[src/rtl/pipe_hazard_unit_pkg.sv]
// Shared types and helpers for the hazard/forwarding controller.
// Selected by HAZARD_FWD_EN (forwarding) or interlock-only when undefined.
package pipe_pkg;

  localparam int FWD_NONE = 0;

  function automatic int sel_w(input int depth);
    return (depth < 1) ? 1 : $clog2(depth + 1);
  endfunction

endpackage

[src/rtl/pipe_hazard_unit_if.sv]
// ID-side bundle of the hazard unit: operand info in, control out.
// master = pipeline/ID side, slave = hazard unit.
interface pipe_hazard_unit_if
  import pipe_pkg::*;
#(
  parameter int REG_AW  = 5,
  parameter int DEPTH   = 3,
  parameter int NUM_SRC = 2,
  parameter int CNT_W   = 16
);

  localparam int SEL_W = sel_w(DEPTH);

  logic                      id_valid;
  logic [NUM_SRC*REG_AW-1:0] id_src;
  logic [NUM_SRC-1:0]        id_src_used;
  logic [REG_AW-1:0]         id_dst;
  logic                      id_we;
  logic                      id_load;
  logic                      ex_br_taken;
  logic                      stall;
  logic                      flush;
  logic [NUM_SRC*SEL_W-1:0]  fwd_sel;
  logic [CNT_W-1:0]          stall_cnt;

  modport master (
    output id_valid, id_src, id_src_used,
    output id_dst, id_we, id_load, ex_br_taken,
    input  stall, flush, fwd_sel, stall_cnt
  );

  modport slave (
    input  id_valid, id_src, id_src_used,
    input  id_dst, id_we, id_load, ex_br_taken,
    output stall, flush, fwd_sel, stall_cnt
  );

endinterface

[src/rtl/pipe_hazard_unit_src_match.sv]
// One ID source operand compared against every in-flight writer;
// reports the youngest matching stage and whether its data is ready.
module hazard_src_match
  import pipe_pkg::*;
#(
  parameter int REG_AW = 5,
  parameter int DEPTH  = 3,
  parameter int SEL_W  = 2
) (
  input  logic [REG_AW-1:0]       src,
  input  logic                    used,
  input  logic [DEPTH-1:0]        ent_v,
  input  logic [DEPTH*REG_AW-1:0] ent_dst,
  input  logic [DEPTH-1:0]        ent_rdyz,
  output logic                    hit,
  output logic [SEL_W-1:0]        k,
  output logic                    rdy_zero
);

  // Scan oldest to youngest so the lowest stage overrides.
  always_comb begin
    hit      = 1'b0;
    k        = SEL_W'(FWD_NONE);
    rdy_zero = 1'b0;
    for (int i = DEPTH - 1; i >= 0; i--) begin
      if (ent_v[i] && used && (src != '0) &&
          (ent_dst[i*REG_AW +: REG_AW] == src)) begin
        hit      = 1'b1;
        k        = SEL_W'(i + 1);
        rdy_zero = ent_rdyz[i];
      end
    end
  end

endmodule

[src/rtl/pipe_hazard_unit.sv]
// Hazard/forwarding controller beside ID: writer tracking, stall, flush.
// HAZARD_FWD_EN selects forwarding; undefined gives interlock-only.
module pipe_hazard_unit
  import pipe_pkg::*;
#(
  parameter int REG_AW   = 5,
  parameter int DEPTH    = 3,
  parameter int LOAD_LAT = 1,
  parameter int NUM_SRC  = 2,
  parameter int CNT_W    = 16
) (
  input  logic               clk,
  input  logic               reset,
  pipe_hazard_unit_if.slave  hz
);

  localparam int SEL_W = sel_w(DEPTH);
  localparam int RDY_W = sel_w(DEPTH);

  typedef struct packed {
    logic              v;
    logic [REG_AW-1:0] dst;
    logic [RDY_W-1:0]  rdy;
  } entry_t;

  entry_t [DEPTH-1:0] ent;
  logic   [CNT_W-1:0] cnt;

  logic [DEPTH-1:0]         ent_v;
  logic [DEPTH*REG_AW-1:0]  ent_dst;
  logic [DEPTH-1:0]         ent_rdyz;
  logic [NUM_SRC-1:0]       hit;
  logic [NUM_SRC-1:0]       rz;
  logic [NUM_SRC*SEL_W-1:0] kk;
  logic [NUM_SRC-1:0]       req;
  logic [NUM_SRC*SEL_W-1:0] fwd;
  logic                     stall;
  logic                     flush;

  always_comb begin
    for (int i = 0; i < DEPTH; i++) begin
      ent_v[i]                    = ent[i].v;
      ent_dst[i*REG_AW +: REG_AW] = ent[i].dst;
      ent_rdyz[i]                 = (ent[i].rdy == '0);
    end
  end

  for (genvar g = 0; g < NUM_SRC; g++) begin : g_src
    hazard_src_match #(
      .REG_AW (REG_AW),
      .DEPTH  (DEPTH),
      .SEL_W  (SEL_W)
    ) u_match (
      .src      (hz.id_src[g*REG_AW +: REG_AW]),
      .used     (hz.id_src_used[g]),
      .ent_v    (ent_v),
      .ent_dst  (ent_dst),
      .ent_rdyz (ent_rdyz),
      .hit      (hit[g]),
      .k        (kk[g*SEL_W +: SEL_W]),
      .rdy_zero (rz[g])
    );
  end

  // Stage DEPTH writes the register file first, so it never stalls.
  always_comb begin
    req = '0;
    fwd = '0;
    for (int g = 0; g < NUM_SRC; g++) begin
`ifdef HAZARD_FWD_EN
      req[g] = hit[g] && !rz[g] &&
               (kk[g*SEL_W +: SEL_W] != SEL_W'(DEPTH));
      if (hit[g] && (rz[g] ||
          (kk[g*SEL_W +: SEL_W] == SEL_W'(DEPTH))))
        fwd[g*SEL_W +: SEL_W] = kk[g*SEL_W +: SEL_W];
`else
      req[g] = hit[g] &&
               (kk[g*SEL_W +: SEL_W] != SEL_W'(DEPTH));
`endif
    end
  end

`ifndef HAZARD_FWD_EN
  logic rz_unused;
  assign rz_unused = ^rz;
`endif

  assign flush = hz.ex_br_taken;
  assign stall = (|req) && hz.id_valid && !hz.ex_br_taken;

  assign hz.stall     = stall;
  assign hz.flush     = flush;
  assign hz.fwd_sel   = fwd;
  assign hz.stall_cnt = cnt;

  always_ff @(posedge clk) begin
    if (reset) begin
      ent <= '0;
      cnt <= '0;
    end else begin
      ent[0].v   <= hz.id_valid && hz.id_we && !stall && !flush;
      ent[0].dst <= hz.id_dst;
      ent[0].rdy <= hz.id_load ? RDY_W'(LOAD_LAT) : '0;
      for (int i = 1; i < DEPTH; i++) begin
        ent[i].v   <= ent[i-1].v;
        ent[i].dst <= ent[i-1].dst;
        ent[i].rdy <= (ent[i-1].rdy == '0) ? '0
                                           : ent[i-1].rdy - 1'b1;
      end
      if (stall && (cnt != '1))
        cnt <= cnt + 1'b1;
    end
  end

endmodule
[src/flat_wrapper.sv]
// flat-port wrapper written by rule: the top's interface ports become plain ports
module pipe_hazard_unit_flat import pipe_pkg::*;
#(
  parameter int REG_AW   = 5,
  parameter int DEPTH    = 3,
  parameter int LOAD_LAT = 1,
  parameter int NUM_SRC  = 2,
  parameter int CNT_W    = 16
)
  (clk, reset, hz_id_valid, hz_id_src, hz_id_src_used, hz_id_dst, hz_id_we, hz_id_load, hz_ex_br_taken, hz_stall, hz_flush, hz_fwd_sel, hz_stall_cnt);
  pipe_hazard_unit_if #(.REG_AW(REG_AW), .DEPTH(DEPTH), .NUM_SRC(NUM_SRC), .CNT_W(CNT_W)) hz_i ();
  input  logic clk;
  input  logic reset;
  input wire logic [$bits(hz_i.id_valid)-1:0] hz_id_valid;
  input wire logic [$bits(hz_i.id_src)-1:0] hz_id_src;
  input wire logic [$bits(hz_i.id_src_used)-1:0] hz_id_src_used;
  input wire logic [$bits(hz_i.id_dst)-1:0] hz_id_dst;
  input wire logic [$bits(hz_i.id_we)-1:0] hz_id_we;
  input wire logic [$bits(hz_i.id_load)-1:0] hz_id_load;
  input wire logic [$bits(hz_i.ex_br_taken)-1:0] hz_ex_br_taken;
  output wire logic [$bits(hz_i.stall)-1:0] hz_stall;
  output wire logic [$bits(hz_i.flush)-1:0] hz_flush;
  output wire logic [$bits(hz_i.fwd_sel)-1:0] hz_fwd_sel;
  output wire logic [$bits(hz_i.stall_cnt)-1:0] hz_stall_cnt;
  assign hz_i.id_valid = hz_id_valid;
  assign hz_i.id_src = hz_id_src;
  assign hz_i.id_src_used = hz_id_src_used;
  assign hz_i.id_dst = hz_id_dst;
  assign hz_i.id_we = hz_id_we;
  assign hz_i.id_load = hz_id_load;
  assign hz_i.ex_br_taken = hz_ex_br_taken;
  assign hz_stall = hz_i.stall;
  assign hz_flush = hz_i.flush;
  assign hz_fwd_sel = hz_i.fwd_sel;
  assign hz_stall_cnt = hz_i.stall_cnt;
  pipe_hazard_unit #(.REG_AW(REG_AW), .DEPTH(DEPTH), .LOAD_LAT(LOAD_LAT), .NUM_SRC(NUM_SRC), .CNT_W(CNT_W)) u_core (.clk(clk), .reset(reset), .hz(hz_i));
endmodule
[config.mk]
export PLATFORM = sky130hd
export DESIGN_NAME = pipe_hazard_unit_flat
export DESIGN_NICKNAME = d
export VERILOG_FILES = /design/src/rtl/pipe_hazard_unit_pkg.sv /design/src/rtl/pipe_hazard_unit_if.sv /design/src/rtl/pipe_hazard_unit_src_match.sv /design/src/rtl/pipe_hazard_unit.sv /design/src/flat_wrapper.sv
export SDC_FILE = /design/constraint.sdc
export NUM_CORES = 1
export LEC_CHECK = 0
export BUFFER_PORTS_ARGS = -buffer_cell sky130_fd_sc_hd__buf_2
export CAP_MARGIN = 20
export CELL_PAD_IN_SITES_DETAIL_PLACEMENT = 1
export CELL_PAD_IN_SITES_GLOBAL_PLACEMENT = 1
export CORE_ASPECT_RATIO = 1.25
export CORE_MARGIN = 1
export CORE_UTILIZATION = 40
export CTS_BUF_LIST = sky130_fd_sc_hd__clkbuf_4
export DETAILED_ROUTE_END_ITERATION = 8
export PLACE_DENSITY = 0.86
export SYNTH_ARGS = -nofsm -noshare
export SYNTH_HDL_FRONTEND = slang
export SYNTH_HIERARCHICAL = 1
export SYNTH_SLANG_ARGS = --single-unit
[constraint.sdc]
create_clock -name clk -period 4.9 [get_ports clk]
set_input_delay 0.735 -clock clk [delete_from_list [all_inputs] [get_ports clk]]
set_output_delay 0.735 -clock clk [all_outputs]
set_load 0.05 [all_outputs]
==> flow_metrics.tcl, run 1 <==
set metrics [dict create \
    hold_class "flop to flop" \
    fp-row-count 27 \
    synth_warnings 6 \
    critical_path.most_common_cell "buf_2" \
    cts_buffer_depth 2 \
    wire_per_inst_um 14.8 \
    root_buffer "clkbuf_4" \
    setup_violations 0 \
    synthCells 217 \
    tightest_slew_ns 0.650 \
    final_hold_viol_count 0 \
    grt_pass1_vias 1706 \
    coreArea_mm2 0.00453 \
    drtIter0Drc 52 \
    min_period_over_period 0.771 \
    path_cells "buf_2 -> xnor2_1 -> nand2_1 -> nor4_1 -> or3_1 -> a21boi_0 -> o21ai_1 -> buf_4 -> inv_1 -> buf_2" \
    wirelength_um 4620 \
    vias 1676 \
    finalSetupTns_ns 0 \
    clock_latency_ns 0.35 \
    start_util 0.426 \
    dp_cells 304 \
    fp.dieArea_mm2 0.00510 \
    drt-met1-wl_um 2050 \
    die_h_um 79.6 \
    critical_path_required_ns 4.16 \
    worstPathMaxFanout 23 \
    start_kind "input port" \
    cts_max_level 2 \
    crit_family "simple AND/OR/NAND/NOR gates" \
    port_buffers 39 \
    power_uw 501 \
    grt_max_degree 39 \
    crit_slowest_cell "nor4_1" \
    gr-total-overflow 0 \
    postRouteAntennaNets 0 \
    p_leak_uw 0.000826 \
    drc 0 \
    top_layer "met4" \
    vias_per_cell 5.37 \
    synth_area_per_cell_um2 8.88 \
    fin_cells 312 \
    drt-pass1-iter-count 3 \
    grt_first_pass_wirelength_um 7910 \
    worst_slack_ns 1.12 \
    wl_met2_um 2320 \
    cp.arrival_ns 3.04 \
    cp.depth 10 \
    max_freq_mhz 265 \
    drv_cap 0 \
    outcome "completed" \
    drive_above_1_share 0.232 \
    p_per_area_mw_per_mm2 231 \
    max_stage_delay_ns 0.59 \
    die_x_um 64.1 \
    maxSlewViolCount 0 \
    pin_count 45 \
    reg2regPathDepth 9 \
    place_congestion 0.809 \
    place_ws_ns 1.17 \
    wl_met3_um 163 \
    rsz0062_at_grt "false" \
    cts_tree "done" \
    cp_num_buf_inv 4 \
    nNetsFinal 277 \
    area_delta_synth_final_pct 12.7 \
    cts_hold_buf 0 \
    cts_setup_buffers 0 \
    hold_depth 1 \
    fin_worst_skew_ns 0.0154 \
    grt_util_all_layers 0.204 \
    syn_area_mm2 0.00193 \
    end_kind "primary output" \
    cts_buffers 5 \
    maxSlewHeadroom 0.563 \
    antenna_found_initial 0 \
    clkTransAtPathRegs_ns 0.10 \
    critPathKind "input port to primary output" \
    cts_sinks 34 \
    hold_ws_ns 0.513 \
    cts_resized 0 \
    hpwl_um 3530 \
    diodes 0 \
    vdd_drop_max_v 0.000136 \
    post-route-min-period_ns 3.78 \
]
## metrics by stage
step | instance area, um2 | utilization
2_1_floorplan | 1940 | -
3_3_place_gp | 2120 | 0.468
3_5_place_dp | 2120 | 0.468
4_1_cts | 2170 | 0.480
5_1_grt | 2170 | 0.480
6_report | 2170 | 0.480
## layout by cell type, fill, tap and decap left out, types with 2 or more instances in the layout
cell type / instances
nor3_1: 5
a21oi_1: 6
or4_4: 2
buf_2: 39
xnor2_1: 30
or3_1: 3
and3_1: 2
o41ai_1: 2
a21boi_0: 2
or4_1: 4
nor2_4: 2
and4_1: 5
nor2_1: 11
inv_1: 4
clkbuf_4: 6
nand2_1: 12
mux2_2: 5
nor2b_1: 23
dfxtp_1: 34
nand4_1: 9
o311ai_0: 2
o21ai_0: 2
nor4_1: 7
and2_1: 2
nand3_1: 11
a21o_1: 2
o31ai_1: 4
conb_1: 4
## sequential cells by signal, indices dropped and copies added, names as in the netlist
name / flops
u_core/hz.stall_cnt: 16
u_core/ent: 18
## final cells by class
| class | count | area [um2] |
|---|---|---|
| Fill cell | 568 | 2360 |
| Sequential cell | 34 | 681 |
| Inverter | 4 | 15.0 |
| Clock buffer | 6 | 45.0 |
| Tap cell | 58 | 72.6 |
| Timing Repair Buffer | 40 | 203 |
| Multi-Input combinational cell | 168 | 1150 |
| Clock inverter | 2 | 8.76 |
## layer usage
layer / GRT usage / up-vias
li1: - / 838
met1: 0.233 / 798
met2: 0.366 / 32
met3: 0.0357 / 8
met4: 0.0886 / 0
met5: 0 / -
## final timing paths
check,start,to,slack (ns)
setup / recovery,hz_id_src[5],hz_stall,1.12
hold / removal,u_core/ent[13],u_core/ent[21],0.51
setup reg to reg,u_core/ent[4],u_core/hz.stall_cnt[14],2.00
hold reg to reg,u_core/ent[13],u_core/ent[21],0.51
## report_power, final
group,internal [uW],switching [uW],leakage (uW)
Clock,59.4,94.4,0.0000331
Combinational,25.8,34.2,0.000516
Sequential,282,5.75,0.000277
Power figures use the tool's default switching activity.
==> run 2, diff against run 1 <==
==> constraint.sdc (replaced) <==
create_clock -name clk -period 3.65 [get_ports clk]
set_input_delay 0.5475 -clock clk [delete_from_list [all_inputs] [get_ports clk]]
set_output_delay 0.5475 -clock clk [all_outputs]
set_load 0.05 [all_outputs]
==> run 2 against run 1 <==
  * Clock-buffer cell count unchanged
  * Sequential power up 34%
  * Non-clock buffer count unchanged
  * Utilization unchanged
  * Die area unchanged
  * Critical path depth down 1
  * Wire length up 10%
  * Global-route usage up 1.6 points
  * Hold slack worse by 0.11 ns
  * Clock power up 38%
  * Critical path type is now flop to primary output
  * Largest power group unchanged
  * Highest routed layer unchanged
==> flow_metrics.tcl, run 2 (synthesis results as in run 1) <==
set metrics [dict create \
    outcome "completed" \
    reg2regPathDepth 10 \
    maxSlewViolCount 0 \
    post-route-min-period_ns 3.21 \
    clock_latency_ns 0.35 \
    r2r_start "u_core/ent[13]" \
    crit_slowest_cell "dfxtp_1" \
    grt_pass1_vias 1746 \
    cts_tree "done" \
    worstPathMaxFanout 6 \
    vdd_drop_max_v 0.000147 \
    start_util 0.426 \
    hpwl_um 3510 \
    grt_first_pass_wirelength_um 8470 \
    wl_met3_um 190 \
    power_uw 681 \
    p_leak_uw 0.000826 \
    start_kind "flop" \
    drc 0 \
    hold_class "input port to flop" \
    power.share.combinational 0.121 \
    coreArea_mm2 0.00453 \
    top_layer "met4" \
    min-delay-start "hz_id_dst[1]" \
    wl_met2_um 2600 \
    nNetsFinal 277 \
    cts_sinks 34 \
    tightest_slew_ns 0.692 \
    cts_buffer_depth 2 \
    final_hold_viol_count 0 \
    port_buffers 39 \
    die_h_um 79.6 \
    grt_max_degree 39 \
    vias_per_cell 5.53 \
    switchingPower_uw 189 \
    switching_share 0.277 \
    layout_common_cells "buf_2, dfxtp_1, xnor2_1" \
    cts_resized 0 \
    cp.arrival_ns 2.66 \
    critical_path.most_common_cell "inv_1" \
    drtIter0Drc 42 \
    antenna_found_initial 0 \
    drv_cap 0 \
    maxSlewHeadroom 0.538 \
    finalSetupTns_ns 0 \
    postRouteAntennaNets 0 \
    grt_util_all_layers 0.219 \
    cts_setup_buffers 0 \
    critical_path_required_ns 3.10 \
    fp.dieArea_mm2 0.00510 \
    cts_hold_buf 0 \
    critPathKind "flop to primary output" \
    end_kind "primary output" \
    clkTransAtPathRegs_ns 0.12 \
    fin_util 0.480 \
    fp-row-count 27 \
    wirelength_um 5090 \
    max_stage_delay_ns 0.44 \
    root_buffer "clkbuf_4" \
    area_delta_synth_final_pct 12.7 \
    cts_buffers 5 \
    diodes 0 \
    min_period_over_period 0.879 \
    intPower_uw 493 \
    r2r_end "u_core/hz.stall_cnt[14]" \
    final_common_cell "buf_2" \
    max_freq_mhz 312 \
    largest-register "u_core/ent" \
    rsz0062_at_grt "false" \
    drt-met1-wl_um 2180 \
    pin_count 45 \
    die_x_um 64.1 \
    drive_above_1_share 0.232 \
    p_per_area_mw_per_mm2 314 \
    r2r_setup_slack_ns 0.79 \
    hold_depth 2 \
    setup_violations 0 \
    cts_max_level 2 \
    hold_end "u_core/ent[3]" \
    wire_per_inst_um 16.3 \
    vias 1725 \
    power_frac_seq 0.566 \
    place_congestion 0.831 \
    clockPowerShare 0.313 \
    largest_reg_flops 18 \
    drt-pass1-iter-count 4 \
    path_cells "xnor2_1 -> nand4_1 -> nor3_1 -> inv_1 -> a21o_1 -> a21boi_0 -> o21ai_1 -> inv_1 -> buf_2" \
    nFillCells 574 \
    fin_worst_skew_ns 0.0220 \
    gr-total-overflow 0 \
]
run 2: cell counts in the layout (fill, tap and decap cells not counted):
No cell type changed its count.
run 2: routing by layer:
metal  vias up  track usage
li1        840            -
met1       838        0.255
met2        39        0.386
met3         8       0.0414
met4         0       0.0977
met5         -            0
run 2: through the flow:
| stage | cell area (um2) | setup slack [ns] | hold slack (ns) | std cells |
|---|---|---|---|---|
| 2_1_floorplan | 1940 | 0.592 | 0.462 | 220 |
| 3_3_place_gp | 2120 | 0.594 | 0.488 | 304 |
| 3_5_place_dp | 2120 | 0.492 | 0.496 | 304 |
| 4_1_cts | 2170 | 0.437 | 0.390 | 312 |
| 5_1_grt | 2170 | 0.253 | 0.391 | 312 |
| 6_report | 2170 | 0.443 | 0.405 | 312 |
run 2: final cells by class:
class	instances	area, um2	area share
Clock buffer	6	45.0	0.0207
Clock inverter	2	8.76	0.00403
Inverter	4	15.0	0.00692
Multi-Input combinational cell	168	1150	0.528
Sequential cell	34	681	0.314
Tap cell	58	72.6	0.0334
Timing Repair Buffer	40	203	0.0934
run 2: power by group through the flow:
stage	Sequential, uW	Clock (uW)	Combinational [uW]
2_1_floorplan	392	0	56.7
3_3_place_gp	394	0	78.9
3_5_place_dp	394	0	81.0
4_1_cts	386	226	82.7
5_1_grt	387	237	90.3
6_report	386	213	82.3
run 2: worst max path at each step:
stage	start	to	slack [ns]
detailed placement	hz_id_src[1]	u_core/hz.stall_cnt[14]	0.49
finish	u_core/ent[13]	hz_stall	0.44
CTS	u_core/ent[13]	hz_stall	0.44
floorplan	hz_id_src[6]	u_core/hz.stall_cnt[2]	0.59
global placement	hz_id_src[1]	hz_stall	0.59
global route	u_core/ent[13]	hz_stall	0.25
run 2: critical path, delay by kind of cell, from the launching register on:
kind | cells | cell delay, ns
AOI/OAI and AO/OA | 3 | 0.63
and+or+nand+nor | 2 | 0.50
buffers and inverters | 3 | 0.58
xor gates and xnor gates | 1 | 0.15
DFF | 1 | 0.44
==> run 3, diff against run 2 <==
==> constraint.sdc (replaced) <==
create_clock -name clk -period 3.9 [get_ports clk]
set_input_delay 0.585 -clock clk [delete_from_list [all_inputs] [get_ports clk]]
set_output_delay 0.585 -clock clk [all_outputs]
set_load 0.05 [all_outputs]
==> run 3 against run 2 <==
  * Clock skew down 0.0068 ns
  * Highest routed layer unchanged
  * Register-to-register slack gained 0.16 ns
  * Sequential share of layout area did not move
  * Largest power group unchanged
  * Cell count is the same
  * Hold slack better by 0.058 ns
  * Global-route usage is 1.5 points lower
  * Non-clock buffer count is the same
  * Clock-buffer cell count unchanged
  * Utilization did not move
  * First-iteration DRC count is 74% higher
==> flow_metrics.tcl, run 3 (synthesis results as in run 1) <==
set metrics [dict create \
    coreArea_mm2 0.00453 \
    largest-register "u_core/ent" \
    vias_per_cell 5.39 \
    cts_max_level 2 \
    drtIter0Drc 73 \
    grt_max_degree 39 \
    dp_cells 304 \
    clkTransAtPathRegs_ns 0.09 \
    hold_class "input port to flop" \
    drt-pass1-iter-count 4 \
    clock_latency_ns 0.34 \
    start_kind "input port" \
    fin_util 0.480 \
    post-route-min-period_ns 3.27 \
    grt_util_all_layers 0.204 \
    root_buffer "clkbuf_4" \
    crit_family "simple AND/OR/NAND/NOR gates" \
    worstPathMaxFanout 6 \
    worst_slack_ns 0.631 \
    pin_count 45 \
    diodes 0 \
    die_h_um 79.6 \
    maxSlewViolCount 0 \
    max_stage_delay_ns 0.50 \
    end_kind "primary output" \
    wirelength_um 4700 \
    nNetsFinal 277 \
    crit_slowest_cell "nor4_1" \
    path_cells "buf_2 -> xnor2_1 -> nand2_1 -> nor4_1 -> or3_1 -> a21boi_0 -> o21ai_1 -> inv_1 -> buf_2" \
    final_hold_viol_count 0 \
    layout_common_cells "buf_2, dfxtp_1, xnor2_1" \
    place_ws_ns 0.553 \
    cts_setup_buffers 0 \
    fp-row-count 27 \
    cts_hold_buf 0 \
    place_congestion 0.833 \
    rsz0062_at_grt "false" \
    die_x_um 64.1 \
    antenna_found_initial 0 \
    cts_sinks 34 \
    min_period_over_period 0.838 \
    tightest_slew_ns 0.659 \
    outcome "completed" \
    cts_tree "done" \
    fp.dieArea_mm2 0.00510 \
    wire_per_inst_um 15.1 \
    setup_violations 0 \
    drv_cap 0 \
    largest_reg_flops 18 \
    hpwl_um 3610 \
    port_buffers 39 \
    drc 0 \
    gr-total-overflow 0 \
    critical_path.most_common_cell "buf_2" \
    critPathKind "input port to primary output" \
    fin_worst_skew_ns 0.0153 \
    cts_resized 0 \
    final_common_cell "buf_2" \
    grt_pass1_vias 1707 \
    cp.arrival_ns 2.68 \
    cts_buffers 5 \
    maxSlewHeadroom 0.561 \
    max_freq_mhz 306 \
    start_util 0.426 \
    finalSetupTns_ns 0 \
    vias 1681 \
    cts_buffer_depth 2 \
    critical_path_required_ns 3.31 \
    postRouteAntennaNets 0 \
    p_leak_uw 0.000826 \
    drive_above_1_share 0.232 \
    p_per_area_mw_per_mm2 290 \
    cp_num_buf_inv 3 \
    area_delta_synth_final_pct 12.7 \
    vdd_drop_max_v 0.000184 \
    grt_first_pass_wirelength_um 7940 \
    fin_cells 312 \
]
## run 3: per-layer routing
layer	GRT usage	wire, um	vias up
met3	0.0371	168	13
met4	0.100	142	0
met1	0.235	2040	783
li1	-	-	847
met2	0.360	2350	38
met5	0	0	-
## run 3: final cells by class
cell class                 count  area, um2
fill                         572       2360
clock buffer                   6       45.0
inverter                       4       15.0
sequential                    34        681
clock inverter                 2       8.76
timing repair buffer          40        203
tap                           58       72.6
multi-input combinational    168       1150
## run 3: power by group
group	switching (uW)	internal [uW]	leakage (uW)
clock	118	74.7	0.0000331
combinational	44.0	32.4	0.000516
sequential	6.88	354	0.000277
total	169	461	0.000826
## run 3: path summary, 6_finish.rpt
kind	start	end	slack, ns	cells past startpoint
setup / recovery	hz_id_src[7]	hz_stall	0.63	9
hold / removal	hz_id_dst[3]	u_core/ent[5]	0.46	2
setup reg to reg	u_core/ent[4]	u_core/hz.stall_cnt[14]	0.95	9
hold reg to reg	u_core/ent[7]	u_core/ent[15]	0.50	1
## run 3: metrics by stage
step	cell area, um2	hold WS, ns	power (uW)
floorplan	1940	0.462	420
detailed placement	2120	0.490	446
global route	2170	0.460	660
global placement	2120	0.488	442
CTS	2170	0.451	638
finish	2170	0.463	630
